==> config.mk <==
export PLATFORM = sky130hd
export DESIGN_NAME = z80_bus_responder
export DESIGN_NICKNAME = d
export VERILOG_FILES = /design/src/rtl/z80_bus_responder.sv
export SDC_FILE = /design/constraint.sdc
export NUM_CORES = 1
export LEC_CHECK = 0
export CAP_MARGIN = 20
export CORE_MARGIN = 5
export CORE_UTILIZATION = 31
export DETAILED_ROUTE_END_ITERATION = 12
export GPL_TIMING_DRIVEN = 0
export PLACE_DENSITY_LB_ADDON = 0.3
export SLEW_MARGIN = 5
export SYNTH_ARGS = -nofsm -noshare
export SYNTH_HDL_FRONTEND = slang
export SYNTH_SLANG_ARGS = --single-unit
export TNS_END_PERCENT = 1
==> constraint.sdc <==
create_clock -name clock -period 1.4 [get_ports clock]
set_clock_uncertainty 0.05 [all_clocks]
set_input_delay 0.21 -clock clock [delete_from_list [all_inputs] [get_ports clock]]
set_output_delay 0.21 -clock clock [all_outputs]
set_load 0.005 [all_outputs]
==> src/rtl/z80_bus_responder.sv <==
// Z80 bus target: turns each qualifying CPU memory/IO cycle into one req/ack transaction and stretches it with wait_n.
// Optional feature: define Z80_RESPONDER_IO_EN to forward I/O cycles (otherwise only memory cycles are forwarded).
module z80_bus_responder (
  input  logic        clock,
  input  logic        reset,
  input  logic        mreq,
  input  logic        iorq,
  input  logic        rd,
  input  logic        wr,
  input  logic        m1,
  input  logic        rfsh,
  input  logic [15:0] a,
  input  logic [7:0]  d,
  output logic [7:0]  q,
  output logic        wait_n,
  output logic        mem_req,
  output logic        mem_we,
  output logic        mem_io,
  output logic [15:0] mem_addr,
  output logic [7:0]  mem_wdata,
  input  logic [7:0]  mem_rdata,
  input  logic        mem_ack
);

`ifdef Z80_RESPONDER_IO_EN
  localparam logic IO_OK = 1'b1;
`else
  localparam logic IO_OK = 1'b0;
`endif

  typedef enum logic [1:0] {IDLE, REQ, DONE} state_t;

  state_t     state;
  logic       strobe;
  logic       active;
  logic       active_prev;
  logic       start;
  logic       int_ack;
  logic       io_float;
  logic [7:0] q_reg;

  assign strobe   = ~rd | ~wr;
  assign active   = (~mreq & rfsh & strobe) | (IO_OK & ~iorq & m1 & strobe);
  assign start    = active & ~active_prev;
  assign int_ack  = ~iorq & ~m1;
  // Unforwarded I/O reads see a floating bus; interrupt acknowledge always reads 8'hFF.
  assign io_float = ~IO_OK & ~iorq & ~rd;
  assign q        = (int_ack | io_float) ? 8'hFF : q_reg;

  always_ff @(posedge clock or posedge reset) begin
    if (reset) begin
      state       <= IDLE;
      active_prev <= 1'b0;
      q_reg       <= 8'hFF;
      wait_n      <= 1'b1;
      mem_req     <= 1'b0;
      mem_we      <= 1'b0;
      mem_io      <= 1'b0;
      mem_addr    <= 16'h0000;
      mem_wdata   <= 8'h00;
    end else begin
      active_prev <= active;
      case (state)
        IDLE: begin
          if (start) begin
            mem_addr  <= a;
            mem_wdata <= d;
            mem_we    <= ~wr;
            mem_io    <= IO_OK & ~iorq;
            mem_req   <= 1'b1;
            wait_n    <= 1'b0;
            state     <= REQ;
          end
        end
        REQ: begin
          // An aborted cycle still completes; it just skips DONE.
          if (mem_ack) begin
            mem_req <= 1'b0;
            wait_n  <= 1'b1;
            if (!mem_we) q_reg <= mem_rdata;
            state   <= active ? DONE : IDLE;
          end
        end
        DONE: begin
          if (!active) state <= IDLE;
        end
        default: state <= IDLE;
      endcase
    end
  end

endmodule

---- Yosys cells after proc, flatten, opt, wreduce, memory -nomap -nowiden ----
Cells that the tools add are included.
storage, ports and cells
  flip-flop bits (word level) ............. 38
  input bits .............................. 41
  output and inout port bits .............. 36
cells by class
  equality and inequality tests ........... 5
  mux-type cells .......................... 12
  bitwise logic cells ..................... 14
  reduce and logical (&&, ||, !) cells .... 6
operators by type and width
  kind                                                                   number
  3-bit AND reduction                                                    3
  2-bit 2-to-1 mux                                                       4
  8-bit 2-to-1 mux                                                       1
  1-bit NOT                                                              7
  2-bit != test, second input constant                                   3
  2-bit one-hot mux with 3 select lines                                  1
  1-bit bitwise AND                                                      5
  1-bit 2-to-1 mux                                                       4
  1-bit one-hot mux with 2 select lines                                  2
  2-bit by 1-bit equality test with 1-bit output, second input constant  1
  2-bit equality test, second input constant                             1
  2-bit zero test                                                        1
  1-bit bitwise OR                                                       2
  2-bit AND reduction                                                    1
  2-bit nonzero test                                                     1

---- Depth between registers and ports, before layout ----
Gate-level depths: netlist (run 1).
  depth in word-level cells ............... 6
  depth in mapped cells ................... 4
  depth with buffers taken out ............ 3

---- Least setup slack after synthesis (run 1) ----
OpenSTA, ideal clock, no wires.
  path kind ............................... register to register
  start ................................... register state[1]
  end ..................................... register mem_addr[10]
  setup time .............................. 0.125 ns
  arrival ................................. 1.305 ns
  data required time ...................... 1.225 ns
  setup slack ............................. -0.081 ns
  stages on the path, launching flop included .. 5
  period minus slack after synthesis ...... 1.481 ns
  path through ............................ dfrtp_1 -> nor3_2 -> nand4b_4 -> buf_6 -> mux2_4
on the way
  word-level cells in the longest chain between the ends .. 2
ends and longest elaborated chain
  item                           RTL line  text
  start: declaration             33        state_t state;
  start signal: assignment       81        state <= active ? DONE : IDLE;
  2-bit zero test                63        case (state)
  2-bit AND reduction (no line)  --
  end signal: assignment         59        mem_addr <= 16'h0000;
  end signal: assignment         66        mem_addr <= a;
  end: declaration               19        output logic [15:0] mem_addr,
No other way between the ends.
A chain may end at the register's enable or synchronous reset.

---- Final worst setup path (run 1) ----
  start ................................... register state[1]
  end ..................................... register q_reg[1]
on the way
  word-level cells in the longest chain between the ends .. 2
ends and longest elaborated chain
  item                                            RTL line  text
  2-bit by 1-bit equality test with 1-bit output  63
  3-bit AND reduction (no line)                   --
  end signal: assignment                          80        if (!mem_we) q_reg <= mem_rdata;
  end: declaration                                40        logic [7:0] q_reg;
No other way between the ends.

==> results of run 1 <==
==> cells by family after synthesis <==
| group | count (synthesis) |
|---|---|
| and+or+nand+nor | 20 |
| other | 1 |
| muxes | 33 |
| DFF | 38 |
| buffers and inverters | 6 |
| AOI/OAI and AO/OA | 4 |
==> what timing repair did <==
item / 4_1_cts / 5_1_grt
pin swaps: 1 / 2
setup buffers: 1 / 2
cloned: 0 / 0
gates resized for setup: 48 / 11
endpoints found under the setup margin: 68 / 41
==> area by class of cell <==
class / count / area, µm²
inverter: 3 / 11.3
sequential: 38 / 963
clock inverter: 3 / 40.0
tap: 70 / 87.6
multi-input combinational: 58 / 628
timing repair buffer: 78 / 699
clock buffer: 5 / 68.8
fill: 474 / 2550
buffer: 3 / 30.0
==> through the flow <==
step                      util, %  hold slack, ps
after global placement       48.2             412
final                        49.8             331
after global routing         49.8             403
after floorplan                 -             250
after CTS                    50.1             357
after detailed placement     48.2             414
==> metal layers <==
layer	wire (µm)	global-route usage (%)	vias to the layer above	share of wire, %
met5	0	0	-	0
met4	49	3.49	0	1.3
met3	449	6.47	6	12
met2	1820	20.1	57	48
met1	1450	13.0	533	39
li1	-	-	515	-
==> worst max-delay path: stages (launching register included) <==
cell                       delay (ps)
sky130_fd_sc_hd__dfrtp_1          430
sky130_fd_sc_hd__nand3b_1         300
sky130_fd_sc_hd__nor2_4           280
sky130_fd_sc_hd__mux2_2           370
==> path summary, 6_finish.rpt <==
path	to	slack [ps]	cells past startpoint
max in group asynchronous	state[0]$_DFFE_PP0P_	430	2
worst max register to register	q_reg[1]$_DFFE_PP1P_	-90	3
min in group clock	wait_n$_DFFE_PP1P_	440	2
worst max-delay path	q_reg[1]$_DFFE_PP1P_	-90	3
worst min register to register	wait_n$_DFFE_PP1P_	440	2
worst min-delay path	mem_addr[13]$_DFFE_PP0P_	330	2
==> layout by cell type, fill, tap and decap left out, drive strengths merged, types with 2 or more instances in the layout <==
cell           netlist  layout
clkdlybuf4s50        0      37
nand4b               2       2
dfrtp               29      29
dfstp                9       9
dlygate4sd2          0      29
nand2                3       3
inv                  3       3
a21oi                2       2
mux2                32      32
nand2b               2       2
nor2                 2       2
clkbuf               0      13
or2                  8       8
buf                  3       6
clkinv               0       2
a21boi               2       2
==> power groups by stage <==
stage | combinational (mW) | clock, mW | sequential (mW)
global placement | 1.33 | 0 | 1.69
detailed placement | 1.36 | 0 | 1.71
global route | 1.23 | 0.976 | 1.74
CTS | 1.18 | 0.936 | 1.70
finish | 1.11 | 0.897 | 1.70
floorplan | 0.538 | 0 | 1.70
==> results.md, run 1 <==
- The run finished, with violations left.
- The checks that failed: negative setup slack.
- The synthesized instance count is slightly above 100.
- The final layout contains routed wiring with a total length of around 3.8 mm.
- The flip-flop and latch count after synthesis is 38.
- In the synthesized netlist the async set-or-reset flop fraction comes to between 90% and 100%.
- The core area is 0.00507 mm².
- The HPWL after detailed placement is 2.81 mm.
- TritonCTS built the clock tree.
- The final weighted congestion in routability-driven placement is between 0.6 and 0.7.
- The net switching fraction of the power is 24.6%.
- The path category of the worst min-delay check is in -> async.
- The die covers between 0.006 and 0.007 mm².
- The post-route netlist has a little over 40% of its cells at a drive strength greater than 1.
- The startpoint of the worst register-to-register path is state[1]$_DFFE_PP0P_.
- The dominant register cell in the synthesized netlist is sky130_fd_sc_hd__dfrtp_1.
- The clock network is responsible for about a quarter of the overall power.
- The count of endpoints failing hold in the final timing report is 0.
- By area, the combinational part of the netlist is dominated by multiplexers.
- The most common cell in the netlist is sky130_fd_sc_hd__dfrtp_1.
- The number of nets in the layout is 228.
- The floorplan step set the die width to slightly above 80 µm.
- The wire length of the first global-routing pass is 5.98 mm.
- Setup repair after global routing could not meet its margin everywhere.
- In this run, CTS created clock tree buffers numbering 5.
- The synthesized netlist devotes 0% of its cell area to XOR and XNOR gates.
- Measured against the total synthesized area, the mux share comes to 27.0%.
- Of the total synthesized cell area, the portion taken by AND, OR, NAND and NOR gates is 8.86%.
- The maximum clock rate is roughly 0.67 GHz.
- The initial antenna violation count was 0.
- Dividing the detail-routed wire length by the instance count gives 14.6 µm.
- The register with the most flip-flops in the layout has 16 of them.
- The final critical-path share of the clock period is 107%.
- The final number of max-transition violations was 0.
- The first detailed-routing pass ran for 2 iterations.
- The most critical setup path has its startpoint at state[1]$_DFFE_PP0P_.
- The internal portion of the total power is between 2 and 3 mW.
- The synthesized-area fraction occupied by ao, oa, aoi and oai cells is ~1.6%.
- Once placement completed, the tool counted placed cells totaling approximately 250.
- Leaving out filler cells and counting taps, the final layout contains ~260.
- Counting every net in the synthesized netlist gives between 100 and 150.
- The root buffer cell is sky130_fd_sc_hd__clkbuf_8.
- The placed instances occupy a cell area of 0.00245 mm².
- For the worst-skew pair, the clock arrives at the later sink with an insertion delay of roughly 280 ps.
- The hold-fix buffer count after cts is 0.
- From synthesis to final layout, the design area changed by 57.2%.
- Along the worst path, the maximum fanout reaches 8.
- The total routing usage reported by global routing is 12.0%.
- For this run, design rule violations remaining after detail routing come to 0.
- Dividing total power by cell area gives a power density of about 1500 mW/mm².
- The number of global-route vias before repair is between 1000 and 1500.
- The final non-filler cell area is around 0.0025 mm².
- The total negative setup slack is -2340 ps.
- Of the total synthesized cell area, the portion taken by full adders, half adders and majority gates is 0%.
- Ranked by instance count, the synthesized netlist is headed by sky130_fd_sc_hd__dfrtp_1, sky130_fd_sc_hd__mux2_4, sky130_fd_sc_hd__mux2_2.
- Once detail routing completed, the nets flagged for antenna violations numbered 0.
- The portion of the post-synthesis area used by sequential elements is approximately three fifths.
- The count of warnings emitted by yosys is 0.
- The top cell type's share of synthesized area is 45.1%.
- The startpoint kind of the worst setup timing path is a flop.
- Ranked by total cell area, the synthesized netlist is headed by sky130_fd_sc_hd__dfrtp_1, sky130_fd_sc_hd__mux2_4, sky130_fd_sc_hd__dfstp_2.
- The final critical-path required period is around 1500 ps.
- At the worst endpoint, the arrival time is around 1700 ps.
- The via-per-instance ratio is ~4.3.
- Power comes to between 3 and 4 mW.
- Per report_power, the sequential group accounts for between 40% and 50% of the total.
- In this run the cell area of the synthesized design comes to around 0.0016 mm².
- The site row count is 26.
- 0 antenna diodes ended up in the layout.
- The biggest area consumer among synthesized cells is sky130_fd_sc_hd__dfrtp_1.
- The worst-case IR drop observed on VDD is roughly 0.56 mV.
- The CTS H-tree depth is 2.
- The combinational cell fraction of total power is 30.0%.
- Counting flops with a built-in enable in the synthesized netlist gives 0.
- The pin count of the biggest net entering global routing is 39.
- The floorplan step set the die height to between 80 and 90 µm.
- After clock tree synthesis, the clock-pin slew on the worst setup and hold paths is 70 ps.
- The global route total overflow is 0.
- The worst setup slack after placement is -579 ps.
- The critical path endpoint category is a flop.
- For the pin with the worst max-slew slack, the measured transition is between 700 and 800 ps.
- The number of vias after detailed routing is approximately 1100.
- The number of buffers between clock root and the deepest sink is 2.
- The starting DRC count in detailed routing is 24.
- In this run, distinct cell masters in the synthesized netlist total 21.
- CTS saw 38 sinks.
- The count of endpoints failing setup in the final report is 32.
- The worst pin sits at a relative slew slack of between 40% and 50%.
- The I/O pin count is 77.
- Setup slack on the critical path of the routed design comes to -92.4 ps.
- In this run the static leakage power is about 1.2 nW.
- The required time of the worst setup path is between 1500 and 2000 ps.
- For this design the total switching power over the nets is a little over 0.9 mW.
- The initial core utilization is between 30% and 40%.
- The average instance in the mapped netlist occupies around 16 µm².
- The critical path is of the reg -> reg type.
- Input and output buffers added on the ports amount to between 70 and 80.
- The max-capacitance violation count is 0.
(Power assumes the default switching activity.)
==> inputs of run 2 (changes only) <==
Settings changed: CORE_UTILIZATION 31 to 36, CTS_CLUSTER_SIZE set to 24, HOLD_SLACK_MARGIN set to 0.08.
==> run 2 against run 1 <==
- the run still ends with negative setup slack left
- combinational power grew 7%
- total power grew 1.1%
- critical endpoint is now q_reg[2]$_DFFE_PP1P_
- final area grew 1.4%
- maximum frequency grew 2.4%
- clock power shrank 5.0%
- count of clock-buffer cells in the layout grew 3
- sequential cell count is the same
- non-clock buffer count grew 2
- hold slack gained 6.2 ps
- critical path depth grew 1
==> results.md, run 2 (synthesis gave the netlist of run 1 again) <==
- The flow ran to the end, but the final reports show violations.
- The checks that failed: negative setup slack.
- After the last flow step, the layout net total stands at 230.
- Sequential cells burn a little under half of the power.
- The core area is 0.00435 mm².
- The CTS clock-pin slew for the worst setup and hold paths is around 70 ps.
- The number of diodes added for antenna fixing is 0.
- The H-tree was split into 2 levels.
- The category of cells accounting for the largest share of critical-path delay is simple AND/OR/NAND/NOR gates.
- The number of global-route vias before repair is around 1200.
- The first global-routing pass estimated around 5.9 mm of wire.
- The floorplan has 24 rows.
- The sum of buffers and inverters on the critical path is 1.
- In this run the count of I/O pins placed on the die edge is between 70 and 80.
- The max-capacitance violation count is 0.
- The worst path uses 104% of the clock period.
- For met1 alone, demand over resource in global routing was between 10 and 15%.
- The share of total power dissipated in combinational logic is a little under a third.
- The number of sinks driven by the clock tree is 38.
- The clock tree from TritonCTS is built.
- The worst setup path is launched from a flop.
- CTS placed an instance of sky130_fd_sc_hd__clkbuf_8 at the clock tree root.
- Of the total power, the share spent switching nets is ~24%.
- The final worst-path setup slack is -57.1 ps.
- The leakage power total is 1.23 nW.
- After global routing, the most crowded layer is met2.
- Of the cells placed in the final design, the portion with a size suffix greater than 1 is about two fifths.
- The routed design has about 3.7 mm of wire.
- Entering global routing, the biggest net connects 39 pins.
- The die extent in y is approximately 77 µm.
- The signal on the critical path passes through nand3b_1, nor2_4, buf_12, mux2_4.
- Before antenna repair, the detailed router went through 3 iterations.
- The clock network accounts for around 23% of the total power.
- The global routing usage on met2 is a little over a fifth.
- The DRC violation count after routing is 0.
- The count of antenna-violating nets left after detailed routing is 0.
- Overall power consumption after layout is estimated at approximately 3.8 mW.
- In this run, the number of DRC markers left after iteration 0 of detailed routing was 11.
- The largest fanout on the critical path is 8.
- The most frequent standard cell in the layout excluding fill and tap cells is sky130_fd_sc_hd__clkdlybuf4s50_1.
- The routing usage on met3 is roughly 5%.
- The total negative setup slack is -1160 ps.
- The total overflow left after global routing is 0.
- The number of buffers between clock root and the deepest sink is 2.
- Derived from the worst setup path, the maximum achievable clock frequency is around 0.7 GHz.
- The path category of the worst min-delay check is in -> async.
- The die boundary width is 76.9 µm.
- The flip-flop count of the largest register, all copies and words added is 16.
- The final number of max-transition violations is 0.
- The critical path crosses 4 cells after its start point.
- Setup violations remaining at the end of the flow were counted as 31.
- The area of the die is approximately 0.006 mm².
- The worst setup path category is reg -> reg.
- The total internal power is about 2.8 mW.
- The clock latency reported for the late side of the worst-skew pair is 280 ps.
- The final worst hold slack is 337 ps.
- The switching power is approximately 0.91 mW.
- The required time of the worst setup path is 1560 ps.
- The maximum single-stage delay on the critical path is 430 ps.
- Buffers placed on the I/O ports in this run total 75.
- Measured in cells, the most critical reg-to-reg path has a length of 4.
- Detailed placement finished with a half-perimeter wire length of 2.77 mm.
- Using the TritonRoute via totals, the vias-per-cell ratio works out to ~4.6.
- The initial antenna violation count is 0.
- The critical path endpoint category is a flop.
- The power per cell area is 1460 mW/mm².
- Counting the buffers created by CTS gives 5.
- Setup repair after global routing could not meet its margin everywhere.
- The total routing usage reported by global routing is around an eighth.
- The maximum vdd drop is between 0.7 and 0.8 mV.
- The worst path in the final design needs a cycle of around 1500 ps, including I/O delays and setup.
- The library cell contributing the largest single delay on the critical path is sky130_fd_sc_hd__dfrtp_1.
- The initial core utilization is between 30% and 40%.
- The number of vias after detailed routing is ~1100.
- The routed wire length per instance is around 15 µm.
- The slew at the pin closest to its max-slew limit is a little under 800 ps.
- The congestion estimate from routability-driven global placement came to approximately 0.65.
- The signed area change from the synthesized netlist to the final layout is 59.4%.
- The count of endpoints failing hold in the final timing report is 0.
- The final non-filler cell area is ~0.0026 mm².
- The placed instances occupy a cell area of ~0.0024 mm².
- The library cells used most frequently in the layout, excluding fill and tap cells, are sky130_fd_sc_hd__clkdlybuf4s50_1, sky130_fd_sc_hd__dlygate4sd2_1, sky130_fd_sc_hd__dfrtp_1, sky130_fd_sc_hd__mux2_4, sky130_fd_sc_hd__dfstp_2.
- The endpoint arrival time on the critical path is roughly 1600 ps.
- In this run the tightest slew margin relative to its limit is about 49%.
-- run 2: worst paths after layout --
check	startpoint	slack [ps]	endpoint
worst max register to register	state[1]$_DFFE_PP0P_	-60	q_reg[2]$_DFFE_PP1P_
worst max-delay path	state[1]$_DFFE_PP0P_	-60	q_reg[2]$_DFFE_PP1P_
max in group asynchronous	reset	420	state[0]$_DFFE_PP0P_
worst min register to register	mem_req$_DFFE_PP0P_	420	mem_req$_DFFE_PP0P_
worst min-delay path	reset	340	mem_wdata[0]$_DFFE_PP0P_
min in group clock	mem_req$_DFFE_PP0P_	420	mem_req$_DFFE_PP0P_
-- run 2: final cells by class --
type                       count  area, µm²
fill                         366       1790
sequential                    38        963
timing repair buffer          80        727
multi-input combinational     58        658
clock buffer                   8        110
tap                           52       65.1
buffer                         3       30.0
inverter                       3       11.3
-- run 2: per-layer routing --
layer / vias to the layer above / part of all wire [%]
met3: 5 / 11
met2: 60 / 48
met5: - / 0
li1: 519 / -
met1: 519 / 40
met4: 0 / 1.1
-- run 2: what timing repair did --
item	in CTS	in global routing
endpoints found under the setup margin	68	41
hold buffers	0	0
pin swaps	1	2
setup buffers	2	3
gates resized for setup	50	18
-- run 2: power by group through the flow --
stage               Sequential (mW)  Combinational (mW)  Clock (mW)
floorplan                      1.70               0.538           0
global placement               1.69                1.32           0
detailed placement             1.72                1.35           0
CTS                            1.70                1.17       0.889
global route                   1.75                1.30       0.944
finish                         1.71                1.19       0.852
-- run 2: worst reg2reg max path, stage by stage, from the launching register on --
cell                       delay, ps
sky130_fd_sc_hd__dfrtp_1         430
sky130_fd_sc_hd__nand3b_1        280
sky130_fd_sc_hd__nor2_4          180
sky130_fd_sc_hd__buf_12          140
sky130_fd_sc_hd__mux2_4          310
-- run 2: metrics by stage --
step           utilization, %  setup WS, ps  std cells
5_1_grt                  58.9          -113        242
3_3_place_gp             55.7          -534        229
4_1_cts                  58.0          -115        239
6_report                 58.9         -57.1        242
3_5_place_dp             55.7          -594        229
2_1_floorplan               -         -74.9        102
